<file path="config.mk">
export PLATFORM = sky130hd
export DESIGN_NAME = hex_word_tx_seq
export DESIGN_NICKNAME = d
export VERILOG_FILES = /design/src/rtl/hex_word_tx_seq.sv
export SDC_FILE = /design/constraint.sdc
export NUM_CORES = 1
export LEC_CHECK = 0
export ABC_AREA = 1
export ABC_CLOCK_PERIOD_IN_PS = 3400
export CAP_MARGIN = 20
export CORE_AREA = 5 5 59 61
export CTS_CLUSTER_SIZE = 40
export DETAILED_ROUTE_END_ITERATION = 6
export DIE_AREA = 0 0 64 66
export DONT_BUFFER_PORTS = 1
export PLACE_DENSITY = 0.73
export SYNTH_ARGS = -nofsm -noshare
export SYNTH_HDL_FRONTEND = slang
export SYNTH_SLANG_ARGS = --single-unit
</file>
<file path="constraint.sdc">
create_clock -name clk -period 3.4 [get_ports clk]
set_input_delay 1.02 -clock clk [delete_from_list [all_inputs] [get_ports clk]]
set_output_delay 1.02 -clock clk [all_outputs]
set_load 0.02 [all_outputs]
</file>
<file path="src/rtl/hex_word_tx_seq.sv">
// Streams a binary word as uppercase ASCII hex over a valid/ready character
// interface, with an optional "0x" prefix and optional CR/LF terminator.

module hex2ascii_df (
  input  logic [3:0] nib_i,
  output logic [6:0] char_o
);
  // 0-9 map onto '0'..'9'; A-F map onto 'A'..'F' (0x41 = 0x37 + 10).
  assign char_o = (nib_i < 4'd10) ? (7'h30 + {3'b000, nib_i})
                                  : (7'h37 + {3'b000, nib_i});
endmodule

module hex_word_tx_seq #(
  parameter int NIBBLES = 4,
  parameter int PREFIX  = 1,
  parameter int EOL     = 1
) (
  input  logic                   clk,
  input  logic                   rst,
  input  logic                   in_valid,
  output logic                   in_ready,
  input  logic [4*NIBBLES-1:0]   in_data,
  output logic                   out_valid,
  input  logic                   out_ready,
  output logic [6:0]             out_char,
  output logic                   busy
);

  localparam int W  = 4 * NIBBLES;
  localparam int CW = (NIBBLES > 1) ? $clog2(NIBBLES) : 1;
  localparam logic [CW-1:0] LAST = CW'(NIBBLES - 1);

  typedef enum logic [2:0] {
    S_IDLE,
    S_PFX0,
    S_PFX1,
    S_DIG,
    S_CR,
    S_LF
  } state_t;

  state_t        state_q, state_d;
  logic [W-1:0]  shreg_q, shreg_d;
  logic [CW-1:0] cnt_q,   cnt_d;
  logic [6:0]    digit_char;
  logic          fire;

  hex2ascii_df u_hex2ascii (
    .nib_i  (shreg_q[W-1 -: 4]),
    .char_o (digit_char)
  );

  always_ff @(posedge clk or posedge rst) begin
    if (rst) begin
      state_q <= S_IDLE;
      shreg_q <= '0;
      cnt_q   <= '0;
    end else begin
      state_q <= state_d;
      shreg_q <= shreg_d;
      cnt_q   <= cnt_d;
    end
  end

  // in_ready is gated by rst so it reads 0 throughout reset, not just after.
  assign in_ready  = (state_q == S_IDLE) && !rst;
  assign out_valid = (state_q != S_IDLE);
  assign busy      = (state_q != S_IDLE);
  assign fire      = out_valid && out_ready;

  always_comb begin
    state_d  = state_q;
    shreg_d  = shreg_q;
    cnt_d    = cnt_q;
    out_char = 7'h00;
    case (state_q)
      S_IDLE: begin
        if (in_valid && in_ready) begin
          shreg_d = in_data;
          cnt_d   = '0;
          state_d = (PREFIX != 0) ? S_PFX0 : S_DIG;
        end
      end
      S_PFX0: begin
        out_char = 7'h30;
        if (fire) state_d = S_PFX1;
      end
      S_PFX1: begin
        out_char = 7'h78;
        if (fire) state_d = S_DIG;
      end
      S_DIG: begin
        out_char = digit_char;
        if (fire) begin
          shreg_d = shreg_q << 4;
          cnt_d   = cnt_q + 1'b1;
          if (cnt_q == LAST) state_d = (EOL != 0) ? S_CR : S_IDLE;
        end
      end
      S_CR: begin
        out_char = 7'h0D;
        if (fire) state_d = S_LF;
      end
      S_LF: begin
        out_char = 7'h0A;
        if (fire) state_d = S_IDLE;
      end
      default: state_d = S_IDLE;
    endcase
  end

endmodule

</file>
After elaboration in Yosys (flattened, before gate mapping)
Index checks and enable logic that the tools add are counted.
{"block": "totals", "ff_bits": 21, "latchBits": 0, "mem_bits_rw": 0, "mem_bits_ro": 0, "input_bits": 20, "elab_cells": 45, "n_memories": 0}
{"block": "classes", "n_addsub": 3, "multipliers": 0, "div_mod_pow": 0, "magnitude_cmp": 1, "n_eq_ne": 13, "shifts": 0, "muxes": 16, "bitwise": 0, "reduce_logical": 9}
{"operator": "$pmux W7 S5", "count": 1}
{"operator": "$mux W16", "count": 2}
{"operator": "$pmux W16 S2", "count": 1}
{"operator": "$mux W3", "count": 7}
{"operator": "$pmux W3 S6", "count": 1}
{"operator": "$add A6 B4 Y7 const A", "count": 2}
{"operator": "$ne A2 B2 Y1 const B", "count": 6}
{"operator": "$mux W7", "count": 1}
{"operator": "$reduce_and A7 Y1", "count": 1}
{"operator": "$eq A3 B2 Y1 const B", "count": 2}
{"operator": "$eq A3 B3 Y1 const B", "count": 2}
{"operator": "$lt A4 B4 Y1 const B", "count": 1}
{"operator": "$mux W2", "count": 2}
{"operator": "$pmux W2 S2", "count": 1}
{"operator": "$eq A3 B1 Y1 const B", "count": 1}
{"operator": "$logic_and A1 B1 Y1", "count": 3}
{"operator": "$logic_not A3 Y1", "count": 1}
{"operator": "$reduce_and A3 Y1", "count": 1}
{"operator": "$reduce_bool A3 Y1", "count": 1}
{"operator": "$add A2 B1 Y2 const B", "count": 1}
{"operator": "$eq A2 B2 Y1 const B", "count": 1}
{"operator": "$ne A2 B1 Y1 const B", "count": 1}
{"operator": "$reduce_bool A2 Y1", "count": 1}
{"operator": "$logic_not A1 Y1", "count": 1}

Logic depth before layout (Yosys ltp)
Gate-level depths: netlist of the first run.
{"block": "logic_depth", "word_depth": 5, "mapped_depth": 9, "depth_no_buf": 7}

Hierarchy
From an unflattened synthesis of the first run, not the netlist that was laid out.
{"block": "hier_totals", "hier_cells": 202, "hier_area_um2": 1355.0}
{"mod": "hex_word_tx_seq", "instances": 1, "cells_each": 179, "area_per_inst_um2": 1242.4, "seq_area_each_um2": 525.5}
{"mod": "hex2ascii_df", "instances": 1, "cells_each": 23, "area_per_inst_um2": 112.6, "seq_area_each_um2": 0.0}

Worst setup path after synthesis of the first run
No wires, ideal clock.
{"block": "synth_timing", "path_kind": "register to output", "startpoint": "register state_q[2]", "endpoint": "output port out_char[5]", "arrival_ns": 1.341, "setup_slack_ns": 1.039, "stages_incl_launch_ff": 6, "path_buffers": 2, "path_cell_list": "dfrtp_1 -> buf_6 -> inv_4 -> nand3_4 -> buf_2 -> o21ai_0"}
{"block": "synth_between", "elab_chain_cells": 2, "elab_cells_between_ends": 6, "classes_between": "eq/ne: 5; mux: 1"}
{"item": "from (decl)", "line_no": "42", "text": "state_t state_q, state_d;"}
{"item": "from (signal assigned)", "line_no": "59", "text": "state_q <= state_d;"}
{"item": "$eq A3 B3 Y1, or another cell as far along", "line_no": "76", "text": "case (state_q)"}
{"item": "$pmux W7 S5 (*)", "line_no": "76"}
{"item": "to (decl)", "line_no": "25", "text": "output logic [6:0] out_char,"}
Every way passes the cells marked *; elsewhere a longest branch is shown, timed or not.

Final worst setup path of the first run
{"block": "layout_timing", "startpoint": "register state_q[0]", "endpoint": "output port out_char[3]"}
The elaborated chain is that of the path after synthesis.

==> results of run 1 <==
## sequential cells by signal (all words and copies together) (netlist names)
signal / flops
state_q: 3
shreg_q: 16
cnt_q: 2
## metal layers
layer	global-route usage	routed length [um]	up-vias
li1	-	-	581
met1	0.171	1280	505
met2	0.206	1190	31
met3	0.0255	155	2
met4	0.0390	11	0
met5	0	0	-
## area by class of cell
cell class,instances,area (um2),share of cell area
Clock inverter,1,5.00,0.00370
Inverter,10,40.0,0.0296
Sequential cell,21,526,0.389
Clock buffer,3,22.5,0.0167
Tap cell,33,41.3,0.0305
Multi-Input combinational cell,147,718,0.531
## logic make-up after synthesis
| group | count (synthesis) | share of synthesized area |
|---|---|---|
| DFF | 21 | 0.379 |
| and+or+nand+nor | 127 | 0.418 |
| adders and majority gates | 2 | 0.0180 |
| AOI/OAI and AO/OA | 18 | 0.0821 |
| buffers and inverters | 21 | 0.103 |
## critical path: cells and delay by family, from the launching register on
kind,cells,cell delay [ps]
flops,1,640
simple gates,1,330
buf+inv,1,340
compound gates,2,390
## how the worst max path moves through the flow
stage                  endpoint  cells after the start
global placement    out_char[3]                      4
global route        out_char[3]                      4
finish              out_char[3]                      4
floorplan           out_char[5]                      5
detailed placement  out_char[3]                      4
CTS                 out_char[3]                      4
## power by group
group	internal [uW]	leakage, uW	switching [uW]
Sequential	366	0.000265	107
Combinational	235	0.000465	583
Clock	43.8	0.0000177	79.0
## cells in the final DEF (no fill, tap or decap), drive strengths merged
master / netlist / routed
nand2: 96 / 96
dfrtp: 21 / 21
nand3: 14 / 14
o21ai: 13 / 13
inv: 10 / 10
nor2: 10 / 10
a21oi: 4 / 4
nand4: 3 / 3
clkbuf: 0 / 3
nor3: 2 / 2
ha: 2 / 2
or2: 1 / 1
nand3b: 1 / 1
a31oi: 1 / 1
clkinv: 0 / 1
## metrics by stage
step | utilization | hold WS, ps | std cells
after global routing | 0.462 | 509 | 215
after CTS | 0.462 | 490 | 215
after floorplan | - | 442 | 189
after global placement | 0.453 | 455 | 211
final | 0.462 | 488 | 215
after detailed placement | 0.453 | 459 | 211
==> metrics.txt, run 1 <==
reg2reg start=state_q[0]; CP startpoint kind=register; CP Data Arrival Time=around 2000 ps; DIE AREA=about 4200 um2; PortBufs=0; RSZ-0062 raised after global routing=false; Min-Delay Path Depth=2; initial antenna violation count=0; Starting Density=0.474; 1st-pass router iterations=4; clk_skew=between 0.5 and 0.6 ps; die height=roughly 66 um; total number of vias=roughly 1.1k; total power=approximately 1400 uW; Worst path max stage delay=640 ps; Tot GR Track Use=0.128; Worst Hold Class=register to register; Clk Latency, worst-skew pair=around 300 ps; maximum VDD drop=0.887 mV; R2R cell count=5; Ports=30; Via density=between 5 and 6; post-synthesis cell type count=26; Mapped Area=between 1000 and 1500 um2; Post-Route WL=approximately 2600 um; Reg clk slew, reported paths=120 ps; remaining global-route overflow=0; detailed-placement wirelength estimate=~1900 um; initial DRC count=between 50 and 60; largest net degree at the start of global routing=25; Critical Path Slowest Stage Cell=dfrtp_1; LEAKAGE=0.000747 uW; top post-synthesis cells by area=dfrtp_1 38%, nand2_1 25%, nand3_1 4.7%; Top FF cell, synth=dfrtp_1; Yosys top cell by area=dfrtp_1; die width=between 60 and 70 um; Reg2Reg Capture Point=shreg_q[2]; status=finished clean; Fmax achieved=approximately 330 MHz; final instance area=about 1400 um2; critical path cell sequence=nand3_4 > inv_2 > a31oi_1 > o21ai_0; pre-CTS setup slack=707 ps; first-pass GRT wire length=~4400 um; H-tree levels=1; PD cells=around 1000 nW/um2; most frequent cell after synthesis=nand2_1; area grow syn2layout=-2.44%; number of synthesized flops with an enable pin=0; Num CTS Buffers=3; max cap viols=0; worst-path fanout max=24; Rows=20; Min Clock Period, post-route=slightly above 3000 ps; n_diodes=0; final period utilization=0.890; hold path endpoint=shreg_q[5]; register area share after synthesis=0.379; syn_nets=between 200 and 250; CTS tree=yes; Fin. Hold Viols=0; post_cts resized=0; syn avg cell area=about 7.3 um2; setup TNS=0 ps; Final ANT Viol Nets=0; max_slew headroom=0.481; commonest cells in the synthesized netlist=93 x nand2_1, 21 x dfrtp_1, 13 x nand3_1; Placed Area=1330 um2; share of cells above drive strength 1=0.110; Critical Path RT=roughly 2400 ps; Sink Count=21; Fillers=309; CP endpoint kind=output port; Yosys reg bits=21; top cell type's share of synthesized area=0.379; Post-CTS Repair Setup Buffers=0; hold buffers post-CTS=0; nets=~200; core box area=2930 um2; setup ws final=373 ps; critical path type=register to output port; Root Driver=clkbuf_4; FFs w/ async S/R, synth=1.00; YS warnings=0; CTS max path bufs=2; Synth Instances=approximately 190; DRC viols=0; Hold Path Origin=shreg_q[5]; Setup crit start=state_q[0]; WL/cell=12.3 um; Final Max Tran Viols=0; Setup Viol. Count Final=0; gpl congestion=around 0.82; r2r setup slk=about 1500 ps; Worst Max-Slew Pin Slew=777 ps; number of global-route vias before repair=1013
No activity file was read; power rests on OpenSTA's default activity.
==> inputs of run 2 (changes only) <==
--- a/config.mk
+++ b/config.mk
@@ -8,10 +8,10 @@
 export ABC_AREA = 1
 export ABC_CLOCK_PERIOD_IN_PS = 3400
 export CAP_MARGIN = 20
-export CORE_AREA = 5 5 59 61
+export CORE_AREA = 5 5 49 73
 export CTS_CLUSTER_SIZE = 40
 export DETAILED_ROUTE_END_ITERATION = 6
-export DIE_AREA = 0 0 64 66
+export DIE_AREA = 0 0 54 78
 export DONT_BUFFER_PORTS = 1
 export PLACE_DENSITY = 0.73
 export SYNTH_ARGS = -nofsm -noshare
==> metrics.txt, run 2 (synthesis results as in run 1) <==
status=finished clean; max_slew headroom=0.478 (-0.00331); CP startpoint kind=register; Top reg by flops=shreg_q; CTS tree=yes; total number of vias=1163 (+3.9%); Final Max Tran Viols=0 (unchanged); 1st-pass router iterations=4 (unchanged); Rows=24 (+20%); Tot GR Track Use=0.147 (+0.0190); max cap viols=0 (unchanged); n_diodes=0 (unchanged); Worst path max stage delay=620 ps (-20 ps); number of global-route vias before repair=1143 (+13%); PortBufs=0 (unchanged); Worst path top cell family by delay=flip-flops; Final ANT Viol Nets=0 (unchanged); die height=78 um (+18%); Sink Count=21 (unchanged); die width=54 um (-16%); initial antenna violation count=0 (unchanged); core box area=2850 um2 (-2.6%); LEAKAGE=0.000752 uW (+0.67%); Min Clock Period, post-route=2960 ps (-64.9 ps); WL/cell=12.9 um (+4.8%); first-pass GRT wire length=4760 um (+7.7%); commonest non-fill, non-tap cell in the layout=nand2_1; critical path type=register to output port; Critical Path Slowest Stage Cell=dfrtp_1; setup TNS=0 ps (unchanged); detailed-placement wirelength estimate=2090 um (+11%); CTS max path bufs=2 (unchanged); nets=205 (unchanged); share of cells above drive strength 1=0.104 (-0.00549); commonest cells after routing, fill and taps aside=93 x nand2_1, 21 x dfrtp_1, 13 x nand3_1, 8 x inv_1; Clk Latency, worst-skew pair=260 ps (-40 ps); area grow syn2layout=-0.632%; largest registers=shreg_q (16), state_q (3), cnt_q (2); clk_skew=0.789 ps (+0.264 ps); Post-Route WL=2840 um (+7.7%); Num CTS Buffers=3 (unchanged); CP Data Arrival Time=1940 ps (-70 ps); max reg flops=16 (unchanged); Starting Density=0.486 (+0.0125); H-tree levels=1 (unchanged); PD cells=1070 nW/um2 (+2.0%); DRC viols=0 (unchanged); hold buffers post-CTS=0 (unchanged); critical path cell sequence=nand3_4 > inv_2 > a31oi_1 > o21ai_0; CP Buf/Inv Count=1 (unchanged); Post-CTS Repair Setup Buffers=0 (unchanged); Placed Area=1330 um2 (+0.57%); CP endpoint kind=output port; Fmax achieved=338 MHz (+2.2%); Fillers=311 (+0.65%); maximum VDD drop=0.505 mV (-43%); Ports=30 (unchanged); Setup Viol. Count Final=0 (unchanged); Fin. Hold Viols=0 (unchanged); remaining global-route overflow=0 (unchanged); Worst Hold Class=register to register; worst-path fanout max=24 (unchanged); post_cts resized=0 (unchanged); register area=526 um2 (unchanged); final period utilization=0.871 (-0.0191); initial DRC count=55 (-1.8%); Worst Max-Slew Pin Slew=782 ps (+4.97 ps); largest net degree at the start of global routing=25 (unchanged); gpl congestion=0.775 (-5.1%); final instance area=1380 um2 (+1.8%); Root Driver=clkbuf_8; Via density=5.26 (+1.1%); DIE AREA=4210 um2 (-0.28%); Multi-input gate area=718 um2 (unchanged); Reg clk slew, reported paths=70 ps (-50 ps); RSZ-0062 raised after global routing=false; Critical Path RT=2380 ps (about the same)
==> run 2: cell count changes in the layout (fill, tap and decap cells not counted), sizes merged <==
cell / change
clkbuf: +1
clkinv: -1
==> run 2: final timing paths <==
check	slack (ps)	start	to	cells past startpoint
setup / recovery	440	state_q[0]	out_char[3]	4
hold / removal	480	shreg_q[9]	shreg_q[9]	2
setup reg to reg	1530	state_q[0]	cnt_q[1]	5
hold reg to reg	480	shreg_q[9]	shreg_q[9]	2
max in group asynchronous	2120	rst	shreg_q[14]	1
min in group asynchronous	790	rst	shreg_q[5]	1
==> run 2: report_power, final <==
| part | total [uW] | internal (uW) | switching [uW] |
|---|---|---|---|
| registers | 475 | 367 | 108 |
| logic | 833 | 235 | 598 |
| clock network | 161 | 83.4 | 77.9 |
==> run 2: metrics by stage <==
stage	power [uW]	util	hold WS, ps	worst slack [ps]	std cells
finish	1470	0.483	477	438	221
global route	1600	0.483	508	324	221
CTS	1480	0.483	478	458	221
detailed placement	1310	0.467	459	743	217
global placement	1280	0.467	454	803	217
floorplan	1290	-	442	1040	189
==> run 2: worst min-delay path, delay by kind of cell (launching register included) <==
family / cells / cell delay [ps]
DFF: 1 / 350
and+or+nand+nor: 2 / 110
==> run 2: layout make-up <==
| class | instances | share of cell area |
|---|---|---|
| inverters | 10 | 0.0291 |
| multi-input cells | 147 | 0.521 |
| well taps | 39 | 0.0354 |
| clock buffers | 4 | 0.0327 |
| flip-flops and latches | 21 | 0.381 |
==> run 2: layer usage <==
layer  track usage  vias up  wire [um]
met5             0        -          0
met4        0.0673        0         37
met3        0.0192        4        156
met2         0.260       27       1530
met1         0.166      553       1120
li1              -      579          -
==> inputs of run 3 (changes only) <==
--- a/config.mk
+++ b/config.mk
@@ -14,6 +14,7 @@
 export DIE_AREA = 0 0 54 78
 export DONT_BUFFER_PORTS = 1
 export PLACE_DENSITY = 0.73
+export SLEW_MARGIN = 20
 export SYNTH_ARGS = -nofsm -noshare
 export SYNTH_HDL_FRONTEND = slang
 export SYNTH_SLANG_ARGS = --single-unit
==> results of run 3 <==
Same layout as run 2: the final DEF is identical, and so are final timing and power.
